File: src/rtl/pau_result_serializer.sv
// Result serializer: captures a vector of NUM_LANES carry-extended lanes and emits them
// one lane per beat over a valid/ready stream, with optional per-lane saturation.
module pau_result_serializer #(
    parameter int NUM_LANES  = 4,
    parameter int DATA_WIDTH = 16,
    parameter int SATURATE   = 0,
    localparam int OUT_W     = DATA_WIDTH + 1,
    localparam int LANE_W    = (NUM_LANES > 2) ? $clog2(NUM_LANES) : 1
) (
    input  logic                       clk,
    input  logic                       rst,
    input  logic                       in_valid,
    output logic                       in_ready,
    input  logic [NUM_LANES*OUT_W-1:0] in_flat,
    output logic                       out_valid,
    input  logic                       out_ready,
    output logic [OUT_W-1:0]           out_data,
    output logic [LANE_W-1:0]          out_lane,
    output logic                       out_last,
    output logic                       out_ovf,
    output logic [LANE_W:0]            ovf_count
);

    typedef enum logic {
        IDLE = 1'b0,
        SEND = 1'b1
    } state_t;

    state_t                     state_q, state_d;
    logic [NUM_LANES*OUT_W-1:0] hold_q, hold_d;
    logic [LANE_W-1:0]          idx_q, idx_d;
    logic [LANE_W:0]            cnt_q, cnt_d;

    logic [LANE_W:0]            in_cnt;
    logic [OUT_W-1:0]           lane_raw;
    logic                       is_last;
    logic                       sending;

    always_comb begin
        in_cnt = '0;
        for (int i = 0; i < NUM_LANES; i++) begin
            in_cnt = in_cnt + (LANE_W+1)'(in_flat[i*OUT_W + DATA_WIDTH]);
        end
    end

    assign lane_raw = hold_q[int'(idx_q)*OUT_W +: OUT_W];
    assign is_last  = (idx_q == LANE_W'(NUM_LANES - 1));
    assign sending  = (state_q == SEND);

    always_comb begin
        state_d   = state_q;
        hold_d    = hold_q;
        idx_d     = idx_q;
        cnt_d     = cnt_q;
        in_ready  = 1'b0;
        out_valid = 1'b0;
        case (state_q)
            IDLE: begin
                in_ready = 1'b1;
                if (in_valid) begin
                    hold_d  = in_flat;
                    idx_d   = '0;
                    cnt_d   = in_cnt;
                    state_d = SEND;
                end
            end
            SEND: begin
                out_valid = 1'b1;
                if (out_ready) begin
                    if (is_last) begin
                        // Last beat frees the holding register in the same cycle.
                        in_ready = 1'b1;
                        idx_d    = '0;
                        if (in_valid) begin
                            hold_d = in_flat;
                            cnt_d  = in_cnt;
                        end else begin
                            state_d = IDLE;
                        end
                    end else begin
                        idx_d = idx_q + LANE_W'(1);
                    end
                end
            end
            default: state_d = IDLE;
        endcase
        if (rst) begin
            in_ready = 1'b0;
        end
    end

    always_ff @(posedge clk) begin
        if (rst) begin
            state_q <= IDLE;
            hold_q  <= '0;
            idx_q   <= '0;
            cnt_q   <= '0;
        end else begin
            state_q <= state_d;
            hold_q  <= hold_d;
            idx_q   <= idx_d;
            cnt_q   <= cnt_d;
        end
    end

    generate
        if (SATURATE != 0) begin : g_sat
            assign out_data = !sending ? '0 :
                              lane_raw[DATA_WIDTH] ? {1'b0, {DATA_WIDTH{1'b1}}} : lane_raw;
        end else begin : g_raw
            assign out_data = sending ? lane_raw : '0;
        end
    endgenerate

    assign out_lane  = idx_q;
    assign out_last  = sending && is_last;
    assign out_ovf   = sending && lane_raw[DATA_WIDTH];
    assign ovf_count = cnt_q;

endmodule

File: config.mk
export PLATFORM = sky130hd
export DESIGN_NAME = pau_result_serializer
export DESIGN_NICKNAME = d
export VERILOG_FILES = /design/src/rtl/pau_result_serializer.sv
export SDC_FILE = /design/constraint.sdc
export NUM_CORES = 1
export LEC_CHECK = 0
export CAP_MARGIN = 20
export CELL_PAD_IN_SITES_DETAIL_PLACEMENT = 0
export CELL_PAD_IN_SITES_GLOBAL_PLACEMENT = 1
export CORE_UTILIZATION = 40
export CTS_CLUSTER_SIZE = 20
export DETAILED_ROUTE_END_ITERATION = 7
export GPL_ROUTABILITY_DRIVEN = 0
export HOLD_SLACK_MARGIN = 0.15
export PLACE_DENSITY_LB_ADDON = 0.1
export SLEW_MARGIN = 10
export SYNTH_ARGS = -nofsm -noshare
export SYNTH_HDL_FRONTEND = slang
export SYNTH_SLANG_ARGS = --single-unit
File: constraint.sdc
create_clock -name clk -period 4.5 [get_ports clk]
set_input_delay 0.45 -clock clk [delete_from_list [all_inputs] [get_ports clk]]
set_output_delay 0.45 -clock clk [all_outputs]
set_load 0.005 [all_outputs]
# == Word-level counts from Yosys, hierarchy flattened ==
# Index checks and enable logic that the tools add are counted.
# word_totals
inputBits,72
reg_bits,74
word_cells,41
# op_classes
n_bitwise,1
n_reduce_logical,4
add_sub_neg,4
n_mul,1
mux,22
n_eq_ne,4
shifts,1
# op_table
operator,count
two-way mux 68 bit,3
one-hot mux 68 bit (2 select lines),1
indexed part select 68 x 8 -> 17 bit,1
two-way mux 17 bit,1
two-way mux 3 bit,3
"multiplier 2 x 5 -> 7 bit, second input constant",1
two-way mux 1 bit,7
two-way mux 2 bit,3
one-hot mux 3 bit (2 select lines),1
"inequality test 2 bit, second input constant",2
one-hot mux 1 bit (2 select lines),2
one-hot mux 2 bit (2 select lines),1
AND reduction 2 bit,2
adder 2 x 1 -> 3 bit,1
adder 3 x 1 -> 3 bit,1
adder 1 x 1 -> 2 bit,1
"adder 2 x 1 -> 2 bit, second input constant",1
"equality test 2 bit, second input constant",1
logical AND 1 bit,2
"inequality test 2 x 1 -> 1 bit, second input constant",1
inverter 1 bit,1

# == Logic depth before layout (Yosys ltp) ==
# Gate-level depths: netlist (run 1).
# logic_depth
word_depth,7
ltp_mapped,7
mapped_depth_nobuf,7

# == Worst setup path after synthesis (run 1) ==
# No wires, ideal clock.
# synth_timing
path_type,register to output
startpoint,reg idx_q[0] (netlist: out_lane[0])
endpoint,out out_data[16]
required_ns,4.050
arrival_time_ns,1.397
path_stages_with_launch,5
n_path_buf,2
path_slack_ns,2.653
cell_sequence,dfxtp_1 buf_6 mux4_1 and2_1 buf_4
# synth_between
elab_chain_cells,3
# synth_lines
item,line,source
start: declaration,31,"logic [LANE_W-1:0] idx_q, idx_d;"
start signal: assignment,101,idx_q <= idx_d;
multiplier 2 x 5 -> 7 bit,46,assign lane_raw = hold_q[int'(idx_q)*OUT_W +: OUT_W];
indexed part select 68 x 8 -> 17 bit,46,
two-way mux 17 bit,111,assign out_data = sending ? lane_raw : '0;
end: declaration,17,"output logic [OUT_W-1:0] out_data,"
# No other way between the ends.

# == Final worst setup path (run 1) ==
# layout_timing
startpoint,reg idx_q[0] (netlist: out_lane[0])
endpoint,out out_data[4]
# Same word-level chain as after synthesis.

==> results.py, run 1 <==
metrics = {
    "power_and_ir_drop": {
        "p_leak_nw": 2.009,
        "p_switching_mw": 0.3537,
        "power_frac_seq_pct": 45.9,
        "pwr-share-clk_pct": 38.6,
        "intPower_mw": 1.223,
        "powerDensity_nw_per_um2": 303.7,
        "vdd_drop_max_mv": 0.1840,
        "p_total_mw": 1.576,
        "comb_power_share_pct": 15.5,
        "swShare_pct": 22.43,
    },
    "setup_path": {
        "cp_slowest_cell": "dfxtp_1",
        "max_stage_delay_ns": 0.78,
        "rr_endpoint": "hold_q[9]",
        "crit_chain": "buf_4 > mux4_1 > and2_1 > clkdlybuf4s50_1",
        "worst-path-max-fanout": 12,
        "reg2reg_slack_ns": 1.87,
        "required_ns": 4.05,
        "cp-start-kind": "flip-flop",
        "reg2reg_depth": 5,
        "crit_arrival_ns": 2.64,
        "end_kind": "output port",
        "rr_startpoint": "out_lane[0]",
        "critPathKind": "flip-flop to output port",
    },
    "die": {
        "io_pins": 98,
        "coreArea_sq_um": 9684,
        "fp.dieW_um": 101.7,
        "die_h_um": 101.7,
        "fp.dieArea_sq_um": 10340,
        "initial_core_util_pct": 41.05,
        "rows": 36,
    },
    "sta": {
        "hold_viol": 0,
        "setup_tns_ns": 0,
        "report.final.slew_viol_count": 0,
        "relSlewSlack_pct": 32.15,
        "finalCritPeriodShare_pct": 68.59,
        "finalSetupViolations": 0,
        "timing.fmax_mhz": 324.0,
        "period_needed_ns": 3.087,
        "finClkSkew_ns": 0.01054,
        "tightest_slew_ns": 1.018,
        "rsz0062_at_grt": "false",
    },
    "logic_synthesis": {
        "ys_ff_latch": 74,
        "yosysWarnings": 0,
        "synth_area_sq_um": 3975,
        "synthesis.area_per_instance_sq_um": 10.60,
        "ys.flop_type": "dfxtp_1",
        "async_flop_share_pct": 0,
        "synth.distinct_cells": 19,
        "ys_seq_area_share_pct": 37.27,
        "synth_top_area_share_pct": 37.27,
        "synth_cells": 375,
        "syn_nets": 452,
        "synth_edf_count": 0,
        "synth.area.top_cells": "dfxtp_1, nand2b_1, mux2i_1",
        "yosysTopAreaCell": "dfxtp_1",
    },
    "placed_design": {
        "port_buffers": 97,
        "dpl.hpwl_mm": 5.211,
        "dp_cells": 579,
    },
    "global_routing": {
        "gr-total-overflow": 0,
        "grt_pass1_wl_mm": 13.10,
        "grtUsageTotal_pct": 16.33,
        "antenna_found_initial": 0,
        "grt_max_degree": 146,
        "grt_pass1_vias": 2657,
    },
    "detailed_routing": {
        "vias": 2751,
        "drt_iter0_drc": 84,
        "vias_per_cell": 4.624,
        "routed_wl_mm": 8.096,
        "final_antenna_net_count": 0,
        "wl_per_cell_um": 13.61,
        "firstDrtPassIters": 4,
        "post-route-drc-count": 0,
    },
    "clocking": {
        "cts_made_buffers": 9,
        "cts-resized-gates": 0,
        "clk_pin_slew_worst_paths_ns": 0.08,
        "cts_setup_buffers": 0,
        "clock-sinks": 74,
        "insertion_delay_ns": 0.33,
        "htreeDepth": 3,
        "hold_buffers": 0,
        "cts_tree": "built",
        "cts_buffer_depth": 2,
        "root_buffer": "clkbuf_8",
    },
    "run": {
        "cap_violations": 0,
    },
    "finish": {
        "final_common_cell": "nand2b_1",
        "multi_input_area_sq_um": 2275,
        "final_cells": 595,
        "antenna_cells": 0,
        "seq_area_sq_um": 1481,
        "final_cell_mix": "nand2b_1, clkdlybuf4s50_1, dfxtp_1, mux2i_1, and2_1",
        "drive_gt1_share_pct": 6.277,
        "syn2layout_area_growth_pct": 30.59,
        "fin_nets": 534,
        "fillerInstances": 867,
    },
    "min_path": {
        "whs_path_depth": 2,
        "min_from": "hold_q[3]",
        "min_to": "hold_q[3]",
        "hold_path.class": "flip-flop to flip-flop",
    },
    "outcome": {
        "outcome": "finished, final reports clean",
    },
}
## per-stage QoR
stage	util (%)	instance area (sq um)	worst slack, ns	hold WS [ns]
2_1_floorplan	-	3975	2.653	0.4439
3_3_place_gp	51.19	4957	1.743	0.4540
3_5_place_dp	51.19	4957	1.722	0.4602
4_1_cts	53.60	5191	1.352	0.4751
5_1_grt	53.60	5191	1.233	0.4854
6_report	53.60	5191	1.413	0.4731
## state kept, by name, summed over array words and instances (netlist names)
register   cells
hold_q        68
out_lane       2
ovf_count      3
sending        1
## cells by family after synthesis
logic type               Yosys count  share of synthesized area [%]
adder cells (fa/ha/maj)            5                          1.763
flip-flops                        74                          37.27
AND/OR/NAND/NOR                  167                          25.91
AO/OA/AOI/OAI                      4                         0.7555
multiplexers                      89                          28.61
buffers and inverters             36                          5.697
## cells in the mapped netlist (4+ instances only)
library cell and instances:
inv_1 5, mux2i_1 72, and2_1 18, mux4_2 8, clkbuf_1 18, buf_4 4, mux4_1 9, dfxtp_1 74
ha_1 4, nor2_1 5, nand2b_1 142, buf_6 8
## worst max-delay path: cells and delay by family, from the launching register on
family	cells	cell delay, ns
buffers and inverters	2	0.81
flip-flops	1	0.78
multiplexers	1	0.56
AND/OR/NAND/NOR	1	0.17
## final cells by class
type | instances | area share [%]
clock inverter | 5 | 1.976
sequential | 74 | 28.54
tap | 133 | 3.206
inverter | 5 | 0.3615
multi-input combinational | 265 | 43.82
timing repair buffer | 102 | 19.57
clock buffer | 11 | 2.531
## how the worst max path moves through the flow
stage / from / end / slack (ns) / cells after the start
detailed placement: out_lane[0] / out_data[5] / 1.72 / 4
global placement: out_lane[0] / out_data[7] / 1.74 / 4
CTS: out_lane[0] / out_data[5] / 1.35 / 4
floorplan: out_lane[0] / out_data[16] / 2.65 / 4
finish: out_lane[0] / out_data[4] / 1.41 / 4
global route: out_lane[0] / out_data[7] / 1.23 / 4
## metal layers
| metal | global-route usage [%] | wire [um] |
|---|---|---|
| met3 | 2.830 | 343 |
| met1 | 23.27 | 4114 |
| met5 | 0 | 0 |
| met4 | 6.020 | 85 |
| met2 | 24.64 | 3552 |
## power by group through the flow
| stage | combinational, mW | sequential, mW | clock (mW) |
|---|---|---|---|
| 2_1_floorplan | 0.154 | 0.726 | 0 |
| 3_3_place_gp | 0.246 | 0.738 | 0 |
| 3_5_place_dp | 0.248 | 0.739 | 0 |
| 4_1_cts | 0.250 | 0.724 | 0.627 |
| 5_1_grt | 0.268 | 0.730 | 0.660 |
| 6_report | 0.245 | 0.723 | 0.608 |
(Power assumes the default switching activity.)
==> run 2, diff against run 1 <==
CORE_UTILIZATION = 38   (was 40)
clock period = 3.1 ns   (was 4.5 ns; I/O delays follow)
==> run 2 against run 1 <==
  * Sequential share of layout area barely moved
  * Core utilization is 1.5 points lower
  * Clock power up 24%
  * Count of clock-buffer cells in the layout decreased by 1
  * Die area rose by 5.2%
  * Non-clock buffer count grew 1
  * Final cell count is 0.34% higher
  * Combinational power grew 51%
  * Worst setup slack worse by 0.91 ns
  * Critical path type unchanged
  * Largest cell class unchanged
==> results.py, run 2 (same netlist as run 1, synthesis figures left out) <==
metrics = {
    "global_routing": {
        "grt_max_degree": 146,
        "grt_pass1_wl_mm": 13.19,
        "gr-total-overflow": 0,
        "grt_pass1_vias": 2746,
        "use_met3_pct": 3.070,
        "grt_use_met2_pct": 23.84,
        "antenna_found_initial": 0,
        "grt_busiest_layer": "met2",
        "use_met1_pct": 20.34,
        "grtUsageTotal_pct": 15.15,
    },
    "power_and_ir_drop": {
        "p_leak_nw": 1.999,
        "vdd_drop_max_mv": 0.2828,
        "powerDensity_nw_per_um2": 417.6,
        "p_total_mw": 2.165,
    },
    "clocking": {
        "htreeDepth": 3,
        "cts_tree": "built",
        "hold_buffers": 0,
        "cts_setup_buffers": 0,
        "cts_made_buffers": 9,
        "cts-resized-gates": 0,
        "cts_buffer_depth": 2,
        "insertion_delay_ns": 0.34,
        "clock-sinks": 74,
        "root_buffer": "clkbuf_8",
        "clk_pin_slew_worst_paths_ns": 0.08,
    },
    "detailed_routing": {
        "post-route-drc-count": 0,
        "drt_iter0_drc": 74,
        "wl_per_cell_um": 13.50,
        "firstDrtPassIters": 4,
        "routed_wl_mm": 8.061,
        "vias": 2733,
        "final_antenna_net_count": 0,
        "vias_per_cell": 4.578,
    },
    "min_path": {
        "min_from": "hold_q[64]",
        "hold_path.class": "flip-flop to flip-flop",
        "min_to": "hold_q[64]",
        "whs_path_depth": 2,
    },
    "sta": {
        "hold_viol": 0,
        "finClkSkew_ns": 0.008986,
        "period_needed_ns": 2.602,
        "report.final.slew_viol_count": 0,
        "setup_tns_ns": 0,
        "finalCritPeriodShare_pct": 83.92,
        "finalSetupViolations": 0,
        "rsz0062_at_grt": "false",
        "timing.fmax_mhz": 384.4,
        "setup_ws_ns": 0.4984,
        "relSlewSlack_pct": 34.37,
        "tightest_slew_ns": 0.9844,
    },
    "finish": {
        "fin_nets": 535,
        "drive_gt1_share_pct": 6.911,
        "regMostFlops": "hold_q",
        "finish.utilization_pct": 52.07,
        "final_cell_mix": "nand2b_1, clkdlybuf4s50_1, dfxtp_1, mux2i_1, and2_1",
        "syn2layout_area_growth_pct": 30.41,
        "largest_register_ffs": 68,
        "seq_area_sq_um": 1481,
        "fillerInstances": 894,
        "multi_input_area_sq_um": 2275,
        "final_common_cell": "nand2b_1",
    },
    "setup_path": {
        "reg2reg_depth": 6,
        "critPathKind": "flip-flop to output port",
        "rr_endpoint": "hold_q[14]",
        "required_ns": 2.79,
        "worst-path-max-fanout": 21,
        "cp-start-kind": "flip-flop",
        "reg2reg_slack_ns": 1.17,
        "crit_arrival_ns": 2.29,
        "rr_startpoint": "out_lane[0]",
        "end_kind": "output port",
    },
    "placed_design": {
        "port_buffers": 97,
        "dpl.hpwl_mm": 5.329,
        "dp_slack_ns": 0.7509,
    },
    "die": {
        "rows": 36,
        "fp.dieW_um": 104.3,
        "coreArea_sq_um": 9955,
        "initial_core_util_pct": 39.93,
        "io_pins": 98,
        "die_h_um": 104.3,
        "fp.dieArea_sq_um": 10870,
    },
    "run": {
        "cap_violations": 0,
    },
    "outcome": {
        "outcome": "finished, final reports clean",
    },
}
-- run 2: worst max-delay path, cell delays in order, from the launching register on --
cell,delay [ns]
dfxtp_1,0.34
buf_4,0.37
mux4_1,0.62
and2_1,0.17
clkdlybuf4s50_1,0.44
-- run 2: final cells by class --
cell class                      instances  share of cell area, %
Multi-Input combinational cell        265                  43.88
Sequential cell                        74                  28.58
Inverter                                5                 0.3621
Clock buffer                           10                  2.655
Timing Repair Buffer                  103                  19.99
Antenna cell                            1                0.04827
Tap cell                              133                  3.210
Clock inverter                          6                  1.279
-- run 2: where the power goes --
part | internal, mW | switching (mW)
registers | 1.01 | 0.0289
clock network | 0.393 | 0.363
logic | 0.232 | 0.136
total | 1.64 | 0.528
-- run 2: worst max-delay path by stage --
stage,end,startpoint,depth (start not counted),slack (ns)
global route,out_data[1],out_lane[0],4,0.37
global placement,hold_q[50],out_ready,5,0.47
floorplan,out_data[16],out_lane[0],4,1.39
finish,out_data[1],out_lane[0],4,0.50
CTS,out_data[1],out_lane[0],4,0.45
detailed placement,hold_q[45],out_ready,6,0.75
-- run 2: per-layer routing --
layer,part of all wire [%],vias up
met5,0,-
met4,1.3,0
met3,3.9,9
met2,45,57
met1,49,1252
li1,-,1415
-- run 2: per-stage QoR --
step / hold WS, ns / instances / instance area (sq um)
finish: 0.4699 / 597 / 5184
global route: 0.4869 / 596 / 5181
detailed placement: 0.4606 / 580 / 4977
CTS: 0.4739 / 596 / 5181
global placement: 0.4540 / 579 / 4957
floorplan: 0.4307 / 375 / 3975
==> run 3, diff against run 2 <==
clock period = 2.6 ns   (was 3.1 ns; I/O delays follow)
==> run 3 against run 2 <==
  * Total power rose by 21%
  * Combinational power grew 19%
  * Sequential cell count is the same
  * Clock skew shrank 0.0028 ns
  * Critical path depth is the same
  * Critical path type unchanged
  * Largest cell class unchanged
==> results.py, run 3 (same netlist as run 1, synthesis figures left out) <==
metrics = {
    "outcome": {
        "outcome": "finished, final reports clean",
    },
    "clocking": {
        "cts_buffer_depth": 2,
        "cts-resized-gates": 0,
        "cts_setup_buffers": 0,
        "clock-sinks": 74,
        "hold_buffers": 0,
        "htreeDepth": 3,
        "insertion_delay_ns": 0.34,
        "root_buffer": "clkbuf_8",
        "cts_tree": "built",
        "clk_pin_slew_worst_paths_ns": 0.07,
        "cts_made_buffers": 9,
    },
    "sta": {
        "tightest_slew_ns": 1.010,
        "rsz0062_at_grt": "false",
        "setup_tns_ns": 0,
        "relSlewSlack_pct": 32.65,
        "report.final.slew_viol_count": 0,
        "finalCritPeriodShare_pct": 94.07,
        "period_needed_ns": 2.446,
        "hold_viol": 0,
        "setup_ws_ns": 0.1543,
        "timing.fmax_mhz": 408.9,
        "finalSetupViolations": 0,
        "finClkSkew_ns": 0.006221,
    },
    "power_and_ir_drop": {
        "p_leak_nw": 2.011,
        "power_frac_seq_pct": 47.2,
        "swShare_pct": 23.50,
        "p_switching_mw": 0.6178,
        "powerDensity_nw_per_um2": 507.7,
        "pwr-share-clk_pct": 36.2,
        "vdd_drop_max_mv": 0.3152,
        "intPower_mw": 2.011,
        "comb_power_share_pct": 16.7,
    },
    "setup_path": {
        "end_kind": "output port",
        "rr_endpoint": "hold_q[45]",
        "required_ns": 2.34,
        "crit_end": "out_data[6]",
        "max_stage_delay_ns": 0.57,
        "cp_slowest_cell": "mux4_1",
        "reg2reg_slack_ns": 0.37,
        "crit_start": "out_lane[0]",
        "critPathKind": "flip-flop to output port",
        "cp-start-kind": "flip-flop",
        "reg2reg_depth": 5,
        "worst-path-max-fanout": 11,
        "crit_chain": "buf_4 > mux4_1 > and2_1 > clkdlybuf4s50_1",
        "crit_arrival_ns": 2.19,
        "rr_startpoint": "out_lane[0]",
    },
    "placed_design": {
        "port_buffers": 97,
        "dp_slack_ns": 0.05330,
        "dpl.hpwl_mm": 5.340,
    },
    "detailed_routing": {
        "routed_wl_mm": 8.249,
        "final_antenna_net_count": 0,
        "vias": 2771,
        "wl_per_cell_um": 13.84,
        "post-route-drc-count": 0,
        "firstDrtPassIters": 4,
        "drt_iter0_drc": 74,
        "vias_per_cell": 4.649,
    },
    "finish": {
        "antenna_cells": 0,
        "syn2layout_area_growth_pct": 30.28,
        "final_common_cell": "nand2b_1",
        "final_cell_mix": "nand2b_1, clkdlybuf4s50_1, dfxtp_1, mux2i_1, and2_1",
        "largest_register_ffs": 68,
        "regMostFlops": "hold_q",
        "fin_nets": 536,
        "drive_gt1_share_pct": 6.911,
        "finish.utilization_pct": 52.02,
    },
    "global_routing": {
        "gr-total-overflow": 0,
        "grt_pass1_vias": 2792,
        "antenna_found_initial": 0,
        "grt_pass1_wl_mm": 13.50,
        "grtUsageTotal_pct": 15.62,
        "grt_max_degree": 146,
    },
    "die": {
        "rows": 36,
        "fp.dieW_um": 104.3,
        "initial_core_util_pct": 39.93,
        "coreArea_sq_um": 9955,
        "die_h_um": 104.3,
        "io_pins": 98,
        "fp.dieArea_sq_um": 10870,
    },
    "run": {
        "cap_violations": 0,
    },
    "min_path": {
        "hold_path.class": "flip-flop to flip-flop",
    },
}
-- run 3: cell types whose count changed in the layout (fill, tap and decap cells not counted) --
| cell | delta |
|---|---|
| buf_12 | -1 |
| buf_4 | +2 |
| bufinv_16 | +1 |
| clkbuf_8 | -1 |
| clkinv_2 | +2 |
| clkinv_4 | -1 |
| clkinvlp_4 | -2 |
| diode_2 | -1 |
-- run 3: metal layers --
layer  track usage, %  vias up  part of all wire, %
met4            6.429        0                  1.2
met1            20.79     1294                   50
met2            24.60       57                   44
li1                 -     1412                    -
met3            3.195        8                  4.1
met5                0        -                    0
-- run 3: power by group through the flow --
| stage | logic (mW) | registers (mW) | clock network [mW] |
|---|---|---|---|
| finish | 0.438 | 1.24 | 0.950 |
| global route | 0.478 | 1.25 | 1.03 |
| CTS | 0.447 | 1.24 | 0.984 |
| detailed placement | 0.444 | 1.27 | 0 |
| global placement | 0.439 | 1.26 | 0 |
| floorplan | 0.267 | 1.26 | 0 |
-- run 3: critical path: cells and delay by family, from the launching register on --
kind / cells / cell delay [ns]
buffers and inverters: 2 / 0.71
multiplexers: 1 / 0.57
flip-flops: 1 / 0.40
AND/OR/NAND/NOR: 1 / 0.17
-- run 3: worst min path at each step --
stage / start / end / slack (ns) / depth (start not counted)
floorplan: in_valid / sending / 0.38 / 2
global placement: hold_q[67] / hold_q[67] / 0.45 / 2
detailed placement: hold_q[6] / hold_q[6] / 0.46 / 2
CTS: in_flat[46] / hold_q[46] / 0.46 / 3
global route: in_flat[21] / hold_q[21] / 0.48 / 3
finish: hold_q[23] / hold_q[23] / 0.47 / 2
-- run 3: stage by stage --
stage	hold WS, ns	total power, mW	cells	instance area (sq um)
after CTS	0.4591	2.671	596	5179
final	0.4698	2.629	596	5179
after floorplan	0.3807	1.524	375	3975
after global routing	0.4835	2.755	596	5179
after global placement	0.4532	1.704	581	4972
after detailed placement	0.4614	1.711	581	4972
-- run 3: cell type report --
class | instances | area (sq um)
well taps | 133 | 166.4
clock inverters | 6 | 82.58
flip-flops and latches | 74 | 1481
clock buffers | 9 | 123.9
multi-input cells | 265 | 2275
fillers | 936 | 4776
inverters | 5 | 18.77
repair buffers | 104 | 1031
